File: config.mk
export PLATFORM = sky130hd
export DESIGN_NAME = assp_pkfb_mux_fifo_flat
export DESIGN_NICKNAME = d
export VERILOG_FILES = /design/src/rtl/assp_pkfb_mux_fifo_pkg.sv /design/src/rtl/assp_pkfb_mux_fifo_if.sv /design/src/rtl/assp_pkfb_mux_fifo_chan_fifo.sv /design/src/rtl/assp_pkfb_mux_fifo.sv /design/src/flat_wrapper.sv
export SDC_FILE = /design/constraint.sdc
export NUM_CORES = 2
export LEC_CHECK = 0
export ABC_AREA = 1
export CORE_MARGIN = 10
export CORE_UTILIZATION = 55
export CTS_BUF_LIST = sky130_fd_sc_hd__clkbuf_8
export DETAILED_ROUTE_END_ITERATION = 16
export PLACE_DENSITY = 0.71
export SYNTH_ARGS = -nofsm -noshare
export SYNTH_HDL_FRONTEND = slang
export SYNTH_HIERARCHICAL = 1
export SYNTH_SLANG_ARGS = --single-unit
File: constraint.sdc
create_clock -name Sys_PKfb_Clk -period 8.15 [get_ports Sys_PKfb_Clk]
set_input_delay 2.0375 -clock Sys_PKfb_Clk [delete_from_list [all_inputs] [get_ports Sys_PKfb_Clk]]
set_output_delay 2.0375 -clock Sys_PKfb_Clk [all_outputs]
set_load 0.1 [all_outputs]
File: src/rtl/assp_pkfb_mux_fifo_pkg.sv
// Shared types and width helpers for the ASSP packet-FIFO mux.
// ASSP_PKFB_TIMESTAMP_EN adds a 24-bit push timestamp to every entry tag.
package assp_pkfb_pkg;

    localparam int TS_W = 24;

    typedef enum logic [0:0] {
        ARB_IDLE   = 1'b0,
        ARB_LOCKED = 1'b1
    } arb_state_t;

    // Entry tag; the payload is appended by the users since its width is a module parameter
    typedef struct packed {
        logic            sof;
        logic            eof;
`ifdef ASSP_PKFB_TIMESTAMP_EN
        logic [TS_W-1:0] ts;
`endif
    } pkfb_tag_t;

    function automatic int ch_w_f(input int nch);
        if (nch <= 1) begin
            return 1;
        end else begin
            return $clog2(nch);
        end
    endfunction

    function automatic int cnt_w_f(input int depth);
        return $clog2(depth + 1);
    endfunction

endpackage

File: src/rtl/assp_pkfb_mux_fifo_if.sv
// Push, drain and status bundle of the packet-FIFO mux.
// ASSP_PKFB_TIMESTAMP_EN adds TimeStamp / Rd_TimeStamp.
interface assp_pkfb_mux_fifo_if #(
    parameter int NCH    = 4,
    parameter int DATA_W = 32,
    parameter int DEPTH  = 16
) ();
    import assp_pkfb_pkg::*;

    localparam int CH_W  = ch_w_f(NCH);
    localparam int CNT_W = cnt_w_f(DEPTH);

    logic [DATA_W-1:0]    FB_PKfbData;
    logic [NCH-1:0]       FB_PKfbPush;
    logic                 FB_PKfbSOF;
    logic                 FB_PKfbEOF;
    logic                 FB_PKfbOverflow;
    logic [NCH-1:0]       Ovf_Sticky;
    logic [NCH-1:0]       Ovf_Clr;
    logic [DATA_W-1:0]    Rd_Data;
    logic [CH_W-1:0]      Rd_Chan;
    logic                 Rd_SOF;
    logic                 Rd_EOF;
    logic                 Rd_Valid;
    logic                 Rd_Ready;
    logic [NCH*CNT_W-1:0] Fill_Lvl;
    logic [NCH-1:0]       SDMA_Req;
`ifdef ASSP_PKFB_TIMESTAMP_EN
    logic [TS_W-1:0]      TimeStamp;
    logic [TS_W-1:0]      Rd_TimeStamp;
`endif

    modport master (
        output FB_PKfbData, FB_PKfbPush, FB_PKfbSOF, FB_PKfbEOF, Ovf_Clr, Rd_Ready,
`ifdef ASSP_PKFB_TIMESTAMP_EN
        input  TimeStamp, Rd_TimeStamp,
`endif
        input  FB_PKfbOverflow, Ovf_Sticky, Rd_Data, Rd_Chan, Rd_SOF, Rd_EOF,
        input  Rd_Valid, Fill_Lvl, SDMA_Req
    );

    modport slave (
        input  FB_PKfbData, FB_PKfbPush, FB_PKfbSOF, FB_PKfbEOF, Ovf_Clr, Rd_Ready,
`ifdef ASSP_PKFB_TIMESTAMP_EN
        output TimeStamp, Rd_TimeStamp,
`endif
        output FB_PKfbOverflow, Ovf_Sticky, Rd_Data, Rd_Chan, Rd_SOF, Rd_EOF,
        output Rd_Valid, Fill_Lvl, SDMA_Req
    );

endinterface

File: src/rtl/assp_pkfb_mux_fifo_chan_fifo.sv
// One channel's circular buffer. A push into a full buffer is still accepted
// when the head is popped on the same edge, since that frees exactly one slot.
module assp_pkfb_chan_fifo #(
    parameter int ENTRY_W = 34,
    parameter int DEPTH   = 16,
    localparam int AW     = $clog2(DEPTH),
    localparam int CNT_W  = $clog2(DEPTH + 1)
) (
    input  logic               clk,
    input  logic               rst,
    input  logic               push,
    input  logic               pop,
    input  logic [ENTRY_W-1:0] wr_entry,
    output logic [ENTRY_W-1:0] rd_entry,
    output logic [CNT_W-1:0]   count,
    output logic               empty,
    output logic               accept
);

    // Pointers carry one extra wrap bit so wr - rd is the occupancy directly
    logic [CNT_W-1:0]   wr_ptr_r;
    logic [CNT_W-1:0]   rd_ptr_r;
    logic [CNT_W-1:0]   count_s;
    logic               full_s;
    logic               do_pop_s;
    logic               do_push_s;
    logic [ENTRY_W-1:0] mem_r [DEPTH];

    // Occupancy, full/empty and the accept decision
    always_comb begin
        count_s   = wr_ptr_r - rd_ptr_r;
        empty     = (count_s == '0);
        full_s    = (count_s == CNT_W'(DEPTH));
        do_pop_s  = pop && !empty;
        do_push_s = push && (!full_s || do_pop_s);
    end

    assign count    = count_s;
    assign accept   = do_push_s;
    assign rd_entry = mem_r[rd_ptr_r[AW-1:0]];

    // Pointer registers; reset discards everything still buffered
    always_ff @(posedge clk or posedge rst) begin
        if (rst) begin
            wr_ptr_r <= '0;
            rd_ptr_r <= '0;
        end else begin
            if (do_push_s) begin
                wr_ptr_r <= wr_ptr_r + CNT_W'(1);
            end else begin
                wr_ptr_r <= wr_ptr_r;
            end
            if (do_pop_s) begin
                rd_ptr_r <= rd_ptr_r + CNT_W'(1);
            end else begin
                rd_ptr_r <= rd_ptr_r;
            end
        end
    end

    // Storage array, written on accepted pushes only
    always_ff @(posedge clk) begin
        if (do_push_s) begin
            mem_r[wr_ptr_r[AW-1:0]] <= wr_entry;
        end
    end

endmodule

File: src/rtl/assp_pkfb_mux_fifo.sv
// NCH packet FIFOs with overflow reporting and a packet-atomic round-robin drain.
// Optional: ASSP_PKFB_TIMESTAMP_EN stamps each entry with a free-running 24-bit counter.
module assp_pkfb_mux_fifo
    import assp_pkfb_pkg::*;
#(
    parameter int NCH    = 4,
    parameter int DATA_W = 32,
    parameter int DEPTH  = 16,
    parameter int THRESH = 8
) (
    input logic                Sys_PKfb_Clk,
    input logic                Sys_PKfb_Rst,
    assp_pkfb_mux_fifo_if.slave bus
);

    localparam int CH_W  = ch_w_f(NCH);
    localparam int CNT_W = cnt_w_f(DEPTH);

    typedef struct packed {
        pkfb_tag_t         tag;
        logic [DATA_W-1:0] data;
    } entry_t;

    localparam int ENTRY_W = $bits(entry_t);

    entry_t                      wr_entry_s;
    entry_t                      rd_entry_s [NCH];
    entry_t                      head_s;
    entry_t                      rd_entry_r;
    logic [CNT_W-1:0]            count_s [NCH];
    logic [NCH-1:0]              empty_s;
    logic [NCH-1:0]              accept_s;
    logic [NCH-1:0]              pop_s;
    logic [NCH-1:0]              drop_s;
    logic [CH_W-1:0]             sel_s;
    logic [CH_W-1:0]             cand_s;
    logic                        sel_valid_s;
    logic                        load_s;
    arb_state_t                  arb_state_r;
    arb_state_t                  arb_state_s;
    logic [CH_W-1:0]             lock_ch_r;
    logic [CH_W-1:0]             lock_ch_s;
    logic [CH_W-1:0]             rr_ptr_r;
    logic                        rd_valid_r;
    logic [CH_W-1:0]             rd_chan_r;
    logic                        ovf_pulse_r;
    logic [NCH-1:0]              ovf_sticky_r;
    logic [NCH-1:0][CNT_W-1:0]   fill_lvl_r;
    logic [NCH-1:0]              sdma_req_r;

`ifdef ASSP_PKFB_TIMESTAMP_EN
    logic [TS_W-1:0]             ts_r;

    // Free-running timestamp, wraps naturally at 2^24
    always_ff @(posedge Sys_PKfb_Clk or posedge Sys_PKfb_Rst) begin
        if (Sys_PKfb_Rst) begin
            ts_r <= '0;
        end else begin
            ts_r <= ts_r + TS_W'(1);
        end
    end

    assign bus.TimeStamp    = ts_r;
    assign bus.Rd_TimeStamp = rd_entry_r.tag.ts;
`endif

    // The same entry is offered to every channel; each FIFO decides on its own strobe
    always_comb begin
        wr_entry_s         = '0;
        wr_entry_s.tag.sof = bus.FB_PKfbSOF;
        wr_entry_s.tag.eof = bus.FB_PKfbEOF;
`ifdef ASSP_PKFB_TIMESTAMP_EN
        wr_entry_s.tag.ts  = ts_r;
`endif
        wr_entry_s.data    = bus.FB_PKfbData;
    end

    for (genvar g = 0; g < NCH; g++) begin : g_ch
        assp_pkfb_chan_fifo #(
            .ENTRY_W (ENTRY_W),
            .DEPTH   (DEPTH)
        ) u_fifo (
            .clk      (Sys_PKfb_Clk),
            .rst      (Sys_PKfb_Rst),
            .push     (bus.FB_PKfbPush[g]),
            .pop      (pop_s[g]),
            .wr_entry (wr_entry_s),
            .rd_entry (rd_entry_s[g]),
            .count    (count_s[g]),
            .empty    (empty_s[g]),
            .accept   (accept_s[g])
        );
    end

    // Channel select: locked channel only, else first non-empty from rr_ptr_r upward
    always_comb begin
        sel_s       = rr_ptr_r;
        sel_valid_s = 1'b0;
        cand_s      = '0;
        if (arb_state_r == ARB_LOCKED) begin
            sel_s       = lock_ch_r;
            sel_valid_s = !empty_s[lock_ch_r];
        end else begin
            // Walk downward so the nearest candidate is the last one to win
            for (int i = NCH - 1; i >= 0; i--) begin
                cand_s = CH_W'((int'(rr_ptr_r) + i) % NCH);
                if (!empty_s[cand_s]) begin
                    sel_s       = cand_s;
                    sel_valid_s = 1'b1;
                end else begin
                    sel_valid_s = sel_valid_s;
                end
            end
        end
    end

    // Output-register load, per-channel pop and next lock state
    always_comb begin
        load_s      = (!rd_valid_r || bus.Rd_Ready) && sel_valid_s;
        head_s      = rd_entry_s[sel_s];
        pop_s       = '0;
        arb_state_s = arb_state_r;
        lock_ch_s   = lock_ch_r;
        for (int ch = 0; ch < NCH; ch++) begin
            pop_s[ch] = load_s && (sel_s == CH_W'(ch));
        end
        if (load_s) begin
            case ({head_s.tag.sof, head_s.tag.eof})
                2'b10: begin
                    arb_state_s = ARB_LOCKED;
                    lock_ch_s   = sel_s;
                end
                2'b01, 2'b11: arb_state_s = ARB_IDLE;
                default:      arb_state_s = arb_state_r;
            endcase
        end else begin
            arb_state_s = arb_state_r;
        end
    end

    // Lock state and round-robin pointer
    always_ff @(posedge Sys_PKfb_Clk or posedge Sys_PKfb_Rst) begin
        if (Sys_PKfb_Rst) begin
            arb_state_r <= ARB_IDLE;
            lock_ch_r   <= '0;
            rr_ptr_r    <= '0;
        end else begin
            arb_state_r <= arb_state_s;
            lock_ch_r   <= lock_ch_s;
            if (load_s) begin
                rr_ptr_r <= (sel_s == CH_W'(NCH - 1)) ? '0 : sel_s + CH_W'(1);
            end else begin
                rr_ptr_r <= rr_ptr_r;
            end
        end
    end

    // Drain output register; contents held while stalled
    always_ff @(posedge Sys_PKfb_Clk or posedge Sys_PKfb_Rst) begin
        if (Sys_PKfb_Rst) begin
            rd_valid_r <= 1'b0;
            rd_entry_r <= '0;
            rd_chan_r  <= '0;
        end else if (load_s) begin
            rd_valid_r <= 1'b1;
            rd_entry_r <= head_s;
            rd_chan_r  <= sel_s;
        end else if (bus.Rd_Ready) begin
            rd_valid_r <= 1'b0;
        end else begin
            rd_valid_r <= rd_valid_r;
        end
    end

    assign drop_s = bus.FB_PKfbPush & ~accept_s;

    // Overflow pulse and sticky flags; a new drop beats a same-cycle clear
    always_ff @(posedge Sys_PKfb_Clk or posedge Sys_PKfb_Rst) begin
        if (Sys_PKfb_Rst) begin
            ovf_pulse_r  <= 1'b0;
            ovf_sticky_r <= '0;
        end else begin
            ovf_pulse_r  <= |drop_s;
            ovf_sticky_r <= (ovf_sticky_r & ~bus.Ovf_Clr) | drop_s;
        end
    end

    // Registered fill levels and DMA requests
    always_ff @(posedge Sys_PKfb_Clk or posedge Sys_PKfb_Rst) begin
        if (Sys_PKfb_Rst) begin
            fill_lvl_r <= '0;
            sdma_req_r <= '0;
        end else begin
            for (int ch = 0; ch < NCH; ch++) begin
                fill_lvl_r[ch] <= count_s[ch];
                sdma_req_r[ch] <= (count_s[ch] >= CNT_W'(THRESH));
            end
        end
    end

    assign bus.FB_PKfbOverflow = ovf_pulse_r;
    assign bus.Ovf_Sticky      = ovf_sticky_r;
    assign bus.Rd_Data         = rd_entry_r.data;
    assign bus.Rd_Chan         = rd_chan_r;
    assign bus.Rd_SOF          = rd_entry_r.tag.sof;
    assign bus.Rd_EOF          = rd_entry_r.tag.eof;
    assign bus.Rd_Valid        = rd_valid_r;
    assign bus.Fill_Lvl        = fill_lvl_r;
    assign bus.SDMA_Req        = sdma_req_r;

endmodule

File: src/flat_wrapper.sv
// flat-port wrapper written by rule: the top's interface ports become plain ports
module assp_pkfb_mux_fifo_flat import assp_pkfb_pkg::*;
#(
    parameter int NCH    = 4,
    parameter int DATA_W = 32,
    parameter int DEPTH  = 16,
    parameter int THRESH = 8
)
  (Sys_PKfb_Clk, Sys_PKfb_Rst, bus_FB_PKfbData, bus_FB_PKfbPush, bus_FB_PKfbSOF, bus_FB_PKfbEOF, bus_Ovf_Clr, bus_Rd_Ready, bus_FB_PKfbOverflow, bus_Ovf_Sticky, bus_Rd_Data, bus_Rd_Chan, bus_Rd_SOF, bus_Rd_EOF, bus_Rd_Valid, bus_Fill_Lvl, bus_SDMA_Req);
  assp_pkfb_mux_fifo_if #(.NCH(NCH), .DATA_W(DATA_W), .DEPTH(DEPTH)) bus_i ();
  input logic Sys_PKfb_Clk;
  input logic Sys_PKfb_Rst;
  input wire logic [$bits(bus_i.FB_PKfbData)-1:0] bus_FB_PKfbData;
  input wire logic [$bits(bus_i.FB_PKfbPush)-1:0] bus_FB_PKfbPush;
  input wire logic [$bits(bus_i.FB_PKfbSOF)-1:0] bus_FB_PKfbSOF;
  input wire logic [$bits(bus_i.FB_PKfbEOF)-1:0] bus_FB_PKfbEOF;
  input wire logic [$bits(bus_i.Ovf_Clr)-1:0] bus_Ovf_Clr;
  input wire logic [$bits(bus_i.Rd_Ready)-1:0] bus_Rd_Ready;
  output wire logic [$bits(bus_i.FB_PKfbOverflow)-1:0] bus_FB_PKfbOverflow;
  output wire logic [$bits(bus_i.Ovf_Sticky)-1:0] bus_Ovf_Sticky;
  output wire logic [$bits(bus_i.Rd_Data)-1:0] bus_Rd_Data;
  output wire logic [$bits(bus_i.Rd_Chan)-1:0] bus_Rd_Chan;
  output wire logic [$bits(bus_i.Rd_SOF)-1:0] bus_Rd_SOF;
  output wire logic [$bits(bus_i.Rd_EOF)-1:0] bus_Rd_EOF;
  output wire logic [$bits(bus_i.Rd_Valid)-1:0] bus_Rd_Valid;
  output wire logic [$bits(bus_i.Fill_Lvl)-1:0] bus_Fill_Lvl;
  output wire logic [$bits(bus_i.SDMA_Req)-1:0] bus_SDMA_Req;
  assign bus_i.FB_PKfbData = bus_FB_PKfbData;
  assign bus_i.FB_PKfbPush = bus_FB_PKfbPush;
  assign bus_i.FB_PKfbSOF = bus_FB_PKfbSOF;
  assign bus_i.FB_PKfbEOF = bus_FB_PKfbEOF;
  assign bus_i.Ovf_Clr = bus_Ovf_Clr;
  assign bus_i.Rd_Ready = bus_Rd_Ready;
  assign bus_FB_PKfbOverflow = bus_i.FB_PKfbOverflow;
  assign bus_Ovf_Sticky = bus_i.Ovf_Sticky;
  assign bus_Rd_Data = bus_i.Rd_Data;
  assign bus_Rd_Chan = bus_i.Rd_Chan;
  assign bus_Rd_SOF = bus_i.Rd_SOF;
  assign bus_Rd_EOF = bus_i.Rd_EOF;
  assign bus_Rd_Valid = bus_i.Rd_Valid;
  assign bus_Fill_Lvl = bus_i.Fill_Lvl;
  assign bus_SDMA_Req = bus_i.SDMA_Req;
  assp_pkfb_mux_fifo #(.NCH(NCH), .DATA_W(DATA_W), .DEPTH(DEPTH), .THRESH(THRESH)) u_core (.Sys_PKfb_Clk(Sys_PKfb_Clk), .Sys_PKfb_Rst(Sys_PKfb_Rst), .bus(bus_i));
endmodule
==> qor.yml <==
critPathSlowestCell: "nor2_4"
cts_sinks: 2287
dp_hpwl_mm: 149.3
rr_endpoint: "u_core/g_ch[3].u_fifo/mem_r[2][28]"
die_w_um: 428.6
setup_viol: 0
avgRoutedWirePerCell_um: 27.05
vias_per_cell: 6.232
worstHoldPathType: "flip-flop to flip-flop"
start_kind: "flip-flop"
drive_gt1_frac: 0.09087
path_max_fanout: 83
met3_length_mm: 30.71
die_height_um: 428.6
totalNegativeSetupSlack_ns: 0
crit_required_ns: 8.77
drtPass1Iterations: 8
num_vias: 61010
post_cts_buffers: 0
grt_pass1_wl_mm: 383.7
skew_ns: 0.08292
crit_path_max_incr_delay_ns: 1.15
dp.cells: 9149
whs_path_depth: 2
p_per_area_nw_per_um2: 383.3
rrSetupSlack_ns: 0.59
clock_latency_ns: 1.07
clockBufferDepth: 4
netlist_area_um2: 91850
slew_viol_final: 0
met1_length_mm: 100.7
worstHoldStart: "u_core/g_ch[0].u_fifo/wr_ptr_r[4]"
wl_met2_mm: 118.7
synth_mux_area_frac: 0
top_layer: "met5"
synth.distinct_cells: 36
worst_slew_pin_slew_ns: 1.350
crit_top_cell: "nand2_2"
routed_wirelength_mm: 264.8
crit_type: "flip-flop to flip-flop"
cts_resized: 0
r2r-start: "u_core/g_ch[0].u_fifo/rd_ptr_r[1]"
maxSlewHeadroom: 0.09679
area_delta_synth_final_pct: 10.01
synth_compound_area_frac: 0.1089
synthCells: 7228
ir_drop_mv: 0.4183
ys_seq_elements: 2287
num_rows: 149
endpoint_kind: "flip-flop"
cts_root_buf: "clkbuf_8"
portBuffers: 110
timing.hold.ws_ns: 0.5065
synth_nets: 7317
gr-total-overflow: 0
dieArea_um2: 183700
status: "completed"
synth_top_family_by_area: "simple AND/OR/NAND/NOR gates"
synth_ff_type: "edfxtp_1"
grt_max_degree: 208
cts.clk_slew.worst_paths_ns: 0.06
io_pins: 111
drc: 0
finalCriticalPeriod_ns: 7.561
grt_pass1_vias: 57620
hold_viol: 0
fin_nets: 7423
synth_xor_area_frac: 0.002479
numCtsBuffers: 372
ys_seq_area_frac: 0.7417
synth-simple-area-share: 0.1095
core_um2: 165500
synth_edf_count: 2176
grtUsageTotal: 0.2787
ctsHtreeMaxLevel: 5
cts_tree: "built"
yosysWarnings: 6
fin_cells: 9789
power_mw: 38.73
syn_avg_cell_area_um2: 12.71
async_flop_share: 0.04854
place.gp.congestion: 0.9354
ant_nets: 0
timing.fmax_mhz: 132.3
min_to: "u_core/g_ch[0].u_fifo/wr_ptr_r[4]"
synth-adder-area-share: 0.006321
arrival_ns: 8.18
initial_utilization: 0.5548
r2r_cells: 23
timing.final.crit_share: 0.9277
cp_cell_sequence: "inv_2 -> buf_4 -> ha_1 -> nand3_1 -> nand3_1 -> nand2_1 -> nand4_2 -> inv_1 -> nand2_1 -> nand2_1 -> nand2_2 -> nand2_2 -> nand2_2 -> nand4_1 -> nand3_2 -> nand2_4 -> ha_1 -> inv_1 -> nor2_1 -> inv_1 -> nand4_4 -> nand2_2 -> nor2_4"
max-cap-violations: 0
drt-initial-drc-count: 9003
leakagePower_nw: 33.89
grt_antenna_before_repair: 18
hold_buffers: 0
grt_setup_unrepaired: "no"
## power breakdown
| group | internal (mW) | switching [mW] |
|---|---|---|
| clock network | 4.68 | 4.39 |
| registers | 14.3 | 0.692 |
| logic | 3.39 | 11.3 |
## how the worst max path moves through the flow
stage,slack (ns),start,to,cells after the start
2_1_floorplan,2.25,u_core/g_ch[0].u_fifo/rd_ptr_r[1],u_core/g_ch[3].u_fifo/mem_r[10][0],26
3_3_place_gp,0.87,u_core/g_ch[0].u_fifo/rd_ptr_r[1],u_core/g_ch[3].u_fifo/mem_r[2][18],23
3_5_place_dp,0.75,u_core/g_ch[0].u_fifo/rd_ptr_r[1],u_core/g_ch[3].u_fifo/mem_r[7][12],23
4_1_cts,0.69,u_core/g_ch[0].u_fifo/rd_ptr_r[1],u_core/g_ch[3].u_fifo/mem_r[7][17],23
5_1_grt,0.17,u_core/g_ch[0].u_fifo/rd_ptr_r[1],u_core/g_ch[3].u_fifo/mem_r[7][17],23
6_report,0.59,u_core/g_ch[0].u_fifo/rd_ptr_r[1],u_core/g_ch[3].u_fifo/mem_r[2][28],23
## placed cells by master, fill, tap and decap left out, types with 5 or more instances in the layout
cell             instances
nand3_1                377
clkdlybuf4s50_1         73
o211ai_1               285
edfxtp_1              2176
inv_6                    7
nand2_2                 15
buf_12                   5
nor2_4                  64
nor2_1                1398
o21bai_1                20
inv_2                   14
a21oi_1                  9
inv_1                  272
dfrtp_4                  8
nand2_1                589
o21ai_1                170
buf_2                   34
xor2_1                  26
clkinv_2                29
clkbuf_8               390
buf_4                   80
ha_1                    40
dfrtp_1                103
nor2_2                   9
bufinv_16                9
o21ai_0               1014
o22ai_1                274
clkinv_1                63
diode_2                  7
## stage by stage
stage | worst slack (ns) | instance area [µm²] | util
after floorplan | 2.255 | 91850 | -
after global placement | 0.8710 | 94430 | 0.5704
after detailed placement | 0.7541 | 94430 | 0.5704
after CTS | 0.6913 | 101000 | 0.6102
after global routing | 0.1701 | 101000 | 0.6103
final | 0.5889 | 101000 | 0.6103
## critical path: cells and delay by family, from the launching register on
kind | cells | cell delay [ns]
flops | 1 | 0.69
simple gates | 16 | 4.41
fa+ha+maj | 2 | 0.67
buf+inv | 5 | 1.31
## cells in the mapped netlist, types with 15 or more instances
| cell type | n | area share |
|---|---|---|
| o21ai_0 | 1014 | 0.055 |
| buf_4 | 36 | 0.0029 |
| nand2_2 | 15 | 0.0010 |
| o21bai_1 | 20 | 0.0016 |
| buf_1 | 21 | 0.00086 |
| clkbuf_1 | 188 | 0.0077 |
| nand3_1 | 377 | 0.021 |
| nor2_1 | 1448 | 0.059 |
| o211ai_1 | 285 | 0.023 |
| nand2_1 | 589 | 0.024 |
| nor2_2 | 23 | 0.0016 |
| xor2_1 | 26 | 0.0025 |
| edfxtp_1 | 2176 | 0.71 |
| o22ai_1 | 274 | 0.019 |
| clkbuf_2 | 32 | 0.0017 |
| inv_1 | 135 | 0.0055 |
| o21ai_1 | 170 | 0.0093 |
| dfrtp_1 | 111 | 0.030 |
| ha_1 | 40 | 0.0054 |
| buf_2 | 161 | 0.0088 |
| buf_6 | 22 | 0.0027 |
## layout make-up
class	count	area [µm²]
multi-input combinational	4324	21320
antenna	7	17.52
fill	12720	64510
sequential	2287	68150
timing repair buffer	192	1602
clock inverter	243	1225
inverter	157	614.3
tap	2189	2739
clock buffer	390	5368
## layer usage
metal  track usage  up-vias
li1              -    26570
met1        0.3876    30150
met2        0.4152     3701
met3       0.05922      585
met4        0.1442        2
met5             0        -
## state kept, by name, indices dropped and copies added, names as in the netlist, 2 cells and up
register,count
u_core/bus.Fill_Lvl,20
u_core/g_ch.u_fifo/wr_ptr_r,20
u_core/lock_ch_r,2
u_core/g_ch.u_fifo/rd_ptr_r,20
u_core/g_ch.u_fifo/mem_r,2176
u_core/bus.Rd_Chan,2
u_core/bus.Ovf_Sticky,4
u_core/rr_ptr_r,2
u_core/bus.Rd_Data,32
u_core/bus.SDMA_Req,4
## cell families (layout without fill, tap and decap cells)
logic type      count (synthesis)  in the layout
xor+xnor                       26             26
simple gates                 2479           2479
flops                        2287           2287
buf+inv                       617            982
compound gates               1775           1775
fa+ha+maj                      44             44
other cells                     0              7
Power figures use the tool's default switching activity.
